$ cat src/rtl/store_buffer.sv
// rtl/store_buffer.sv - in-order store buffer with load hazard detection
// Optional feature: define STORE_BUFFER_COALESCE_EN to merge stores into the newest entry.
module store_buffer #(
   parameter int DEPTH = 4
) (
   input  logic        clk,
   input  logic        reset,
   input  logic        we_in,
   input  logic [31:0] addr_in,
   input  logic [31:0] wdata_in,
   input  logic [3:0]  be_in,
   input  logic        load_req,
   input  logic [31:0] load_addr,
   output logic        load_hazard,
   output logic        full,
   output logic        empty,
   output logic [4:0]  count,
   output logic        mem_we,
   output logic [31:0] mem_addr,
   output logic [31:0] mem_wdata,
   output logic [3:0]  mem_be,
   input  logic        mem_ready
);
   localparam int PW = $clog2(DEPTH);

   logic [29:0]   addr_q [DEPTH];
   logic [29:0]   addr_d [DEPTH];
   logic [31:0]   data_q [DEPTH];
   logic [31:0]   data_d [DEPTH];
   logic [3:0]    be_q   [DEPTH];
   logic [3:0]    be_d   [DEPTH];
   logic [PW-1:0] head_q, head_d;
   logic [PW-1:0] tail_q, tail_d;
   logic [4:0]    count_q, count_d;

   logic          store_ok;
   logic          push;
   logic          pop;
   logic          merge;
   logic [PW-1:0] offset [DEPTH];
   logic [DEPTH-1:0] match;
   logic          unused_addr_lsbs;

   assign unused_addr_lsbs = ^{addr_in[1:0], load_addr[1:0]};

   assign count     = count_q;
   assign empty     = (count_q == 5'd0);
   assign full      = (count_q == 5'(DEPTH));
   assign mem_we    = !empty;
   assign mem_addr  = {addr_q[head_q], 2'b00};
   assign mem_wdata = data_q[head_q];
   assign mem_be    = be_q[head_q];

   assign pop      = mem_we && mem_ready;
   assign store_ok = we_in && (be_in != 4'b0000);

`ifdef STORE_BUFFER_COALESCE_EN
   logic [PW-1:0] last_idx;
   assign last_idx = tail_q - PW'(1);
   // The head being drained this edge is already on the bus, so it cannot absorb new bytes.
   assign merge = store_ok && !empty && (addr_q[last_idx] == addr_in[31:2])
                  && !(pop && (last_idx == head_q));
`else
   assign merge = 1'b0;
`endif

   assign push = store_ok && !merge && !full;

   // An entry is live when its distance from head is below count; this includes the head being popped.
   always_comb begin
      match = '0;
      for (int i = 0; i < DEPTH; i++) begin
         offset[i] = PW'(i) - head_q;
         match[i]  = ({{(5-PW){1'b0}}, offset[i]} < count_q)
                     && (addr_q[i] == load_addr[31:2]);
      end
   end

   assign load_hazard = load_req && (|match);

   always_comb begin
      addr_d  = addr_q;
      data_d  = data_q;
      be_d    = be_q;
      head_d  = head_q;
      tail_d  = tail_q;
      count_d = count_q;
      if (push) begin
         addr_d[tail_q] = addr_in[31:2];
         data_d[tail_q] = wdata_in;
         be_d[tail_q]   = be_in;
         tail_d         = tail_q + PW'(1);
      end
`ifdef STORE_BUFFER_COALESCE_EN
      if (merge) begin
         for (int b = 0; b < 4; b++) begin
            if (be_in[b]) begin
               data_d[last_idx][8*b +: 8] = wdata_in[8*b +: 8];
            end
         end
         be_d[last_idx] = be_q[last_idx] | be_in;
      end
`endif
      if (pop) begin
         head_d = head_q + PW'(1);
      end
      count_d = count_q + {4'b0, push} - {4'b0, pop};
   end

   always_ff @(posedge clk or posedge reset) begin
      if (reset) begin
         for (int i = 0; i < DEPTH; i++) begin
            addr_q[i] <= '0;
            data_q[i] <= '0;
            be_q[i]   <= '0;
         end
         head_q  <= '0;
         tail_q  <= '0;
         count_q <= '0;
      end else begin
         addr_q  <= addr_d;
         data_q  <= data_d;
         be_q    <= be_d;
         head_q  <= head_d;
         tail_q  <= tail_d;
         count_q <= count_d;
      end
   end
endmodule
$ cat config.mk
export PLATFORM = sky130hd
export DESIGN_NAME = store_buffer
export DESIGN_NICKNAME = d
export VERILOG_FILES = /design/src/rtl/store_buffer.sv
export SDC_FILE = /design/constraint.sdc
export NUM_CORES = 1
export LEC_CHECK = 0
export BUFFER_PORTS_ARGS = -buffer_cell sky130_fd_sc_hd__buf_2
export CORE_MARGIN = 5
export CORE_UTILIZATION = 54
export CTS_CLUSTER_SIZE = 24
export DETAILED_ROUTE_END_ITERATION = 10
export GPL_TIMING_DRIVEN = 1
export PLACE_DENSITY = 0.75
export SLEW_MARGIN = 10
export SYNTH_ARGS = -nofsm -noshare
export SYNTH_HDL_FRONTEND = slang
export SYNTH_SLANG_ARGS = --single-unit
$ cat constraint.sdc
create_clock -name clk -period 10.8 [get_ports clk]
set_input_delay 1.62 -clock clk [delete_from_list [all_inputs] [get_ports clk]]
set_output_delay 1.62 -clock clk [all_outputs]
set_load 0.02 [all_outputs]
==> Yosys cells after proc, flatten, opt, wreduce, memory -nomap -nowiden <==
Cells that the tools add are included.
{ "totals": {"register_bits": 273, "out_inout_bits": 77, "wordCells": 69} }
{ "classes": {"addsub": 8, "order_cmp": 7, "eq_ne": 5, "n_mux": 18, "bitwise": 2, "reduce_logical": 14} }
{ "ops": {"columns": ["operator", "count"], "rows": [
  ["bitwise mux 128 bit", 1],
  ["bitwise mux 120 bit", 1],
  ["equality test 30 bit", 4],
  ["2-to-1 mux 32 bit", 3],
  ["2-to-1 mux 30 bit", 3],
  ["binary-select mux 32 bit (select 2 bit)", 1],
  ["demux 32 bit (select 2 bit)", 1],
  ["binary-select mux 30 bit (select 2 bit)", 1],
  ["demux 30 bit (select 2 bit)", 1],
  ["< comparator 2 x 5 -> 1 bit", 4],
  ["bitwise mux 16 bit", 1],
  ["2-to-1 mux 4 bit", 3],
  ["logical AND 1 bit", 9],
  ["binary-select mux 4 bit (select 2 bit)", 1],
  ["demux 4 bit (select 2 bit)", 1],
  [">= comparator 3 bit, second input constant", 2],
  ["inverter 2 -> 3 bit", 2],
  ["adder 5 x 1 -> 5 bit", 1],
  ["equality test 5 x 3 -> 1 bit, second input constant", 1],
  ["zero test 5 bit", 1],
  ["subtractor 5 x 1 -> 5 bit", 1],
  ["adder 2 x 1 -> 2 bit, second input constant", 2],
  ["nonzero test 4 bit", 1],
  ["OR reduction 4 bit", 1],
  ["other kinds (4)", 7]
]} }

==> Longest topological paths before layout <==
Gate-level depths: netlist (run 1).
{ "logic_depth": {"word_depth": 6, "depth_mapped": 15} }

==> Worst setup path before layout (run 1) <==
Ideal clock, no wire load.
{ "synth_timing": {"path_kind": "input port to output port", "from": "input load_addr[17]", "to": "output load_hazard", "t_arrival_ns": 2.676, "setup_slack_ns": 6.504, "path_stages": 6, "n_path_buf": 1, "cell_sequence": "clkbuf_1 -> xnor2_1 -> nand4_1 -> nor4_1 -> o2111ai_1 -> nand4_1"} }
{ "synth_via": {"elab_chain_len": 4, "elab_cells_between_ends": 10, "cone_classes": "4 x eq/ne; 6 x reduce/logical"} }
{ "synth_lines": {"columns": ["element", "line", "rtl"], "rows": [
  ["from (decl)", "13", "input logic [31:0] load_addr,"],
  ["equality test 30 bit", "75", "&& (addr_q[i] == load_addr[31:2]);"],
  ["logical AND 1 bit", "75", null],
  ["OR reduction 4 bit (*)", "79", "assign load_hazard = load_req && (|match);"],
  ["logical AND 1 bit (*)", "79", null],
  ["to (decl)", "14", "output logic load_hazard,"]
]} }
Mark *: on every way between the ends. The rest lies on a longest branch, timed or not.

==> Final worst setup path (run 1) <==
{ "layout_timing": {"from": "register head_q[1]", "to": "output load_hazard"} }
{ "layout_via": {"elab_chain_len": 5, "elab_cells_between_ends": 14, "cone_classes": "4 x add/sub; 4 x order compare; 6 x reduce/logical"} }
{ "layout_lines": {"columns": ["element", "line", "rtl"], "rows": [
  ["from (decl)", "32", "logic [PW-1:0] head_q, head_d;"],
  ["from (signal assigned)", "117", "head_q <= '0;"],
  ["from (signal assigned)", "124", "head_q <= head_d;"],
  ["subtractor 1 x 2 -> 2 bit / subtractor 2 bit (equally long branches)", "73", "offset[i] = PW'(i) - head_q;"],
  ["< comparator 2 x 5 -> 1 bit", "74", "match[i] = ({{(5-PW){1'b0}}, offset[i]} < count_q)"],
  ["logical AND 1 bit", "75", null],
  ["OR reduction 4 bit (*)", "79", null],
  ["logical AND 1 bit (*)", "79", null]
]} }
Marks and branches as above.

==> results of run 1 <==
## power by group through the flow
stage / clock (mW) / combinational (mW) / sequential, mW
4_1_cts: 1.01 / 2.71 / 1.98
2_1_floorplan: 0 / 2.15 / 1.84
3_5_place_dp: 0 / 2.70 / 1.99
6_report: 0.983 / 2.69 / 1.98
3_3_place_gp: 0 / 2.66 / 1.97
5_1_grt: 1.05 / 2.87 / 2.06
## state kept, by name, indices dropped and copies added (netlist names)
signal  flops
count       5
tail_q      2
data_q    128
addr_q    120
be_q       16
head_q      2
## layer usage
metal	part of all wire [%]	wire (um)	vias to the layer above
li1	-	-	3546
met1	46	14800	4258
met2	46	15100	202
met3	5.9	1920	46
met4	1.9	612	6
met5	0.14	47	-
## critical path, delay by kind of cell (launching register included)
family	cells	cell delay, ns
AOI/OAI and AO/OA	2	0.23
xor gates and xnor gates	1	0.24
adders and majority gates	1	0.27
buffers and inverters	3	1.13
DFF	1	0.72
and+or+nand+nor	1	0.16
## layout make-up
class	instances	area [um^2]	area share, %
Clock inverter	5	52.6	0.329
Multi-Input combinational cell	546	6790	42.4
Tap cell	335	419	2.62
Inverter	16	67.6	0.422
Antenna cell	1	2.50	0.0156
Sequential cell	273	6840	42.8
Clock buffer	46	882	5.51
Timing Repair Buffer	184	943	5.90
## metrics by stage
stage	hold WS (ns)	instance area, um^2
after detailed placement	0.481	15100
after global routing	0.514	16000
after global placement	0.469	15100
final	0.489	16000
after CTS	0.495	16000
after floorplan	0.459	14100
## kinds of logic (layout without fill, tap and decap cells)
logic type               count (synthesis)  after routing  synth area share (%)
multiplexers                           330            330                  35.5
flip-flops                             273            273                  48.4
other                                    1              3                0.0266
AO/OA/AOI/OAI                           13             13                 0.665
AND/OR/NAND/NOR                         58             58                  2.38
buffers and inverters                   89            251                  3.67
adder cells (fa/ha/maj)                 16             16                  1.47
XOR/XNOR                               127            127                  7.88
## Yosys cell counts (all sizes together)
cell and count:
dfrtp 273, mux2 264, xnor2 111, mux4 66, buf 44, clkbuf 29, nand4 29, inv 16
xor2 16, ha 15, nand2 9, nor2 8, nor4 8, a21oi 6, o2111ai 4, and2 2
a21o 1, conb 1, fa 1, nand2b 1, nor3 1, o21ai 1, o41ai 1
## final timing paths
kind	from	endpoint	cells past startpoint
min in group asynchronous	reset	addr_q[5]$_DFFE_PP0P_	2
setup reg to reg	count[0]$_DFF_PP0_	data_q[92]$_DFFE_PP0P_	6
max in group asynchronous	reset	head_q[1]$_DFFE_PP0P_	4
hold reg to reg	data_q[66]$_DFFE_PP0P_	data_q[66]$_DFFE_PP0P_	1
setup / recovery	head_q[1]$_DFFE_PP0P_	load_hazard	8
hold / removal	data_q[66]$_DFFE_PP0P_	data_q[66]$_DFFE_PP0P_	1
==> impl_metrics.yaml, run 1 <==
run_status:
  outcome: "complete, no violations"
sta:
  setup_ws_ns: 5.86
  layout_worst_path_cycle_share_pct: 45.7
  slew_viol_final: 0
  tightest_slew_ns: 1.00
  setup_violations: 0
  finClkSkew_ns: 0.0158
  relSlewSlack_pct: 33.3
  fmax_ghz: 0.203
  fin_crit_ns: 4.94
  final_hold_viol_count: 0
  grt_setup_unrepaired: "no"
  tns_ns: 0
global_routing:
  antenna_found_initial: 4
  grt_pass1_wl_um: 51400
  use_met3_pct: 4.44
  grt_pass1_vias: 8749
  gr-usage-met2_pct: 35.1
  gr-usage-met1_pct: 32.9
  busiest_layer: "met2"
  grt_usage_pct: 22.4
  globalRoute.totalOverflow: 0
  grt_max_degree: 84
route:
  dr.pass1.iters: 4
  routed-via-count: 8058
  drtIter0Drc: 482
  drt.antenna.violating_nets: 0
  drt_wl_total_um: 32500
  wl_per_cell_um: 23.1
  viasPerCell: 5.73
  drcViolationCount: 0
clock_tree:
  clock_latency_ns: 0.55
  htreeDepth: 1
  numCtsBuffers: 30
  ctsLongestPathBuffers: 3
  postCtsSetupBuffers: 0
  clock_sinks: 273
  path_clk_slew_ns: 0.06
  cts_resized: 0
  cts_tree: "yes"
  cts_hold_buf: 0
  cts_root_buffer: "clkbuf_16"
die:
  rows: 59
  die_area_um2: 29500
  start_util_pct: 54.5
  dieWidth_um: 172
  io_pins: 182
  core_area_um2: 25900
  die_h_um: 172
yosys:
  yosysTopAreaCell: "dfrtp_1"
  ys_seq_area_share_pct: 48.4
  synthTopCellsByArea: "dfrtp_1, mux2_4, mux4_2, mux2_2, xnor2_1"
  syn_area_um2: 14100
  yosys.area.top_type_share_pct: 48.4
  ys_warn_count: 0
  ys_ff_latch: 273
  ys_types: 31
  synthCells: 907
  avgSynthCellArea_um2: 15.6
power_and_ir_drop:
  netSwitchingPower_mw: 2.05
  comb_power_share_pct: 47.5
  powerDensity_nw_per_um2: 353
  p_clk_share_pct: 17.4
  pwr-share-seq_pct: 35.1
  intPower_mw: 3.61
  total_power_mw: 5.65
  switching_share_pct: 36.2
  worst_ir_drop_vdd_v: 0.000240
  power.leakage_nw: 7.36
run:
  max_cap_viol_count: 0
worst_setup_path:
  startpoint_type: "flip-flop"
  crit_type: "reg -> out"
  arrival_ns: 3.32
  ff2ff_setup_slack_ns: 7.96
  cp_slowest_cell: "buf_4"
  end_kind: "output port"
  path_cells: "buf_4, xor2_1, inv_1, ha_1, a21oi_1, o2111ai_1, nand4_1, buf_2"
  critPathRequiredTime_ns: 9.18
  crit_fanout: 50
  max_stage_delay_ns: 0.87
hold_path:
  hold_class: "reg -> reg"
finish:
  nFillCells: 1993
  syn2layout_area_growth_pct: 13.3
  mostFrequentLayoutCell: "dfrtp_1"
  final_core_util_pct: 61.7
  stdcell_count: 1406
  final_cell_mix: "dfrtp_1, buf_2, mux2_4"
  drive_above_1_share_pct: 51.5
  nNetsFinal: 1172
place:
  place_ws_ns: 5.88
  place_inst: 1354
  dp.final_hpwl_um: 21600
  port_buffers: 175
  place_congestion: 0.896
No activity file was read; power rests on OpenSTA's default activity.
==> run 2: changes to the inputs <==
--- a/config.mk
+++ b/config.mk
@@ -5,13 +5,14 @@
 export SDC_FILE = /design/constraint.sdc
 export NUM_CORES = 1
 export LEC_CHECK = 0
+export ABC_AREA = 1
 export BUFFER_PORTS_ARGS = -buffer_cell sky130_fd_sc_hd__buf_2
 export CORE_MARGIN = 5
-export CORE_UTILIZATION = 54
+export CORE_UTILIZATION = 53
 export CTS_CLUSTER_SIZE = 24
 export DETAILED_ROUTE_END_ITERATION = 10
 export GPL_TIMING_DRIVEN = 1
-export PLACE_DENSITY = 0.75
+export PLACE_DENSITY = 0.77
 export SLEW_MARGIN = 10
 export SYNTH_ARGS = -nofsm -noshare
 export SYNTH_HDL_FRONTEND = slang
==> constraint.sdc (replaced) <==
create_clock -name clk -period 4.4 [get_ports clk]
set_input_delay 0.66 -clock clk [delete_from_list [all_inputs] [get_ports clk]]
set_output_delay 0.66 -clock clk [all_outputs]
set_load 0.02 [all_outputs]
==> run 2 against run 1 <==
Compared with the run above:
- setup slack worse by 5.1 ns
- final cell count increased by 46%
- clock power grew to 2.7 times the previous value
- critical path type unchanged
==> impl_metrics.yaml, run 2 <==
sta:
  layout_worst_path_cycle_share_pct: 82.3
  final_hold_viol_count: 0
  finClkSkew_ns: 0.0143
  setup_violations: 0
  tightest_slew_ns: 0.973
  slew_viol_final: 0
  tns_ns: 0
  fin_crit_ns: 3.62
  fmax_ghz: 0.276
  relSlewSlack_pct: 35.1
  grt_setup_unrepaired: "no"
yosys:
  ys_ff_latch: 273
  ys_seq_area_share_pct: 49.3
  ys_warn_count: 0
  synth_commonest_cells: "nand2_1, dfrtp_1, o21ai_0, nand3_1, inv_1"
  synthCells: 1586
  synthFlopType: "dfrtp_1"
  async_flop_share_pct: 100
  ys_types: 34
  yosys.area.top_type_share_pct: 49.3
  synthTopCellsByArea: "dfrtp_1, nand2_1, o21ai_0, nand3_1, xnor2_1"
  avgSynthCellArea_um2: 8.73
  synth_most_common_cell: "nand2_1"
  yosysTopAreaCell: "dfrtp_1"
  synth_edf_count: 0
  syn_area_um2: 13900
worst_setup_path:
  max_stage_delay_ns: 0.55
  end_kind: "output port"
  cp.depth: 7
  crit_start: "head_q[0]$_DFFE_PP0P_"
  path_cells: "buf_4, inv_1, nor2_4, buf_4, a22oi_1, o211ai_1, buf_2"
  critPathRequiredTime_ns: 3.74
  cp_common_cell: "buf_4"
  crit_fanout: 25
  startpoint_type: "flip-flop"
  critPathBufInv: 4
  worst_r2r_path_depth: 13
  crit_type: "reg -> out"
  cp_top_family: "buffers and inverters"
  worstReg2RegEnd: "count[4]$_DFF_PP0_"
  cp_slowest_cell: "dfrtp_2"
  arrival_ns: 2.96
  ff2ff_setup_slack_ns: 1.81
  rr_startpoint: "count[2]$_DFF_PP0_"
die:
  start_util_pct: 53.5
  die_area_um2: 29500
  io_pins: 182
  core_area_um2: 25900
  rows: 59
  dieWidth_um: 172
  die_h_um: 172
place:
  dpl_cell_area_um2: 14600
  place_congestion: 0.884
  port_buffers: 175
  dp.final_hpwl_um: 22600
global_routing:
  globalRoute.totalOverflow: 0
  grt_max_degree: 113
  antenna_found_initial: 4
  grt_usage_pct: 24.1
  grt_pass1_vias: 11400
  grt_pass1_wl_um: 57900
route:
  drt.antenna.violating_nets: 0
  dr.pass1.iters: 5
  wl_met1_um: 14800
  drcViolationCount: 0
  wl_per_cell_um: 17.2
  routed-wl-met3_um: 2860
  viasPerCell: 5.49
  top_layer: "met5"
  drt_wl_total_um: 35400
  wl_met2_um: 16800
  drtIter0Drc: 1003
  routed-via-count: 11300
clock_tree:
  htreeDepth: 1
  postCtsSetupBuffers: 0
  path_clk_slew_ns: 0.07
  clock_latency_ns: 0.55
  clock_sinks: 273
  cts_tree: "yes"
  cts_hold_buf: 0
  numCtsBuffers: 29
  cts_resized: 0
  ctsLongestPathBuffers: 3
  cts_root_buffer: "clkbuf_16"
finish:
  top_register: "data_q"
  mostFrequentLayoutCell: "nand2_1"
  largest_reg_flops: 128
  nNetsFinal: 1820
  stdcell_area_um2: 15700
  nFillCells: 2299
  largestRegisters: "data_q: 128 flops, addr_q: 120 flops, be_q: 16 flops"
  syn2layout_area_growth_pct: 13.1
  final_cell_mix: "nand2_1, dfrtp_1, o21ai_0"
  drive_above_1_share_pct: 17.5
run_status:
  outcome: "complete, no violations"
power_and_ir_drop:
  powerDensity_nw_per_um2: 813
  power.leakage_nw: 7.78
  worst_ir_drop_vdd_v: 0.000478
run:
  max_cap_viol_count: 0
hold_path:
  hold_class: "in -> async"
==> run 2: changes by cell type after synthesis, sizes merged, moves of 9 or more <==
| cell | before | now |
|---|---|---|
| clkbuf | 29 | 59 |
| mux2 | 264 | 0 |
| buf | 44 | 53 |
| nor2 | 8 | 52 |
| mux4 | 66 | 0 |
| nand3 | 0 | 131 |
| xnor2 | 111 | 68 |
| o21ai | 1 | 268 |
| nand4 | 29 | 11 |
| a22oi | 0 | 66 |
| inv | 16 | 123 |
| o211ai | 0 | 9 |
| nand2 | 9 | 408 |
| xor2 | 16 | 42 |
==> run 2: layout make-up <==
type | instances | area [um^2] | area share [%]
diodes | 2 | 5.00 | 0.0319
clock buffers | 35 | 798 | 5.09
clock inverters | 19 | 256 | 1.64
inverters | 123 | 470 | 3.00
multi-input cells | 1079 | 5790 | 36.9
flip-flops and latches | 273 | 6830 | 43.6
well taps | 335 | 419 | 2.68
repair buffers | 193 | 1100 | 7.01
==> run 2: kinds of logic (layout without fill, tap and decap cells) <==
| group | count (synthesis) | after routing | synth area share (%) |
|---|---|---|---|
| AO/OA/AOI/OAI | 348 | 348 | 15.0 |
| XOR/XNOR | 110 | 110 | 6.96 |
| buffers and inverters | 235 | 370 | 9.02 |
| flip-flops | 273 | 273 | 49.3 |
| AND/OR/NAND/NOR | 603 | 603 | 18.2 |
| adder cells (fa/ha/maj) | 16 | 16 | 1.50 |
| other | 1 | 4 | 0.0271 |
==> run 2: worst reg2reg max path: stages (launching register included) <==
cell     delay [ns]
dfrtp_1        0.42
inv_1          0.11
ha_1           0.16
nand3_1        0.11
nand2_1        0.22
inv_1          0.09
ha_1           0.28
inv_1          0.06
ha_1           0.15
inv_1          0.05
fa_1           0.40
o21ai_0        0.20
a21oi_1        0.10
xor2_1         0.14
==> run 2: how the worst max path moves through the flow <==
stage                                  endpoint  slack [ns]
final                              mem_addr[31]        0.78
after global routing                load_hazard        0.61
after CTS                          mem_addr[31]        0.78
after detailed placement           mem_addr[31]        1.38
after global placement                mem_be[2]        1.42
after floorplan           addr_q[0]$_DFFE_PP0P_        0.13
==> run 2: where the power goes <==
part	internal [mW]	leakage (nW)	total, mW	switching, mW
Sequential	3.68	3.42	4.57	0.888
Combinational	1.96	3.84	5.50	3.55
Clock	1.64	0.519	2.67	1.02
==> run 2: per-stage QoR <==
step,hold WS [ns],power (mW),worst slack [ns],cells,utilization (%)
2_1_floorplan,0.453,8.49,0.131,1587,-
3_3_place_gp,0.464,9.88,1.42,2003,56.4
3_5_place_dp,0.468,10.1,1.38,2003,56.4
4_1_cts,0.242,12.8,0.778,2057,60.5
5_1_grt,0.272,13.7,0.611,2058,60.5
6_report,0.241,12.7,0.778,2059,60.5
==> run 2: layer usage <==
metal / vias up / GRT usage (%)
met1: 5399 / 31.8
met5: - / 0
met3: 70 / 5.08
li1: 5407 / -
met2: 426 / 40.3
met4: 4 / 7.34
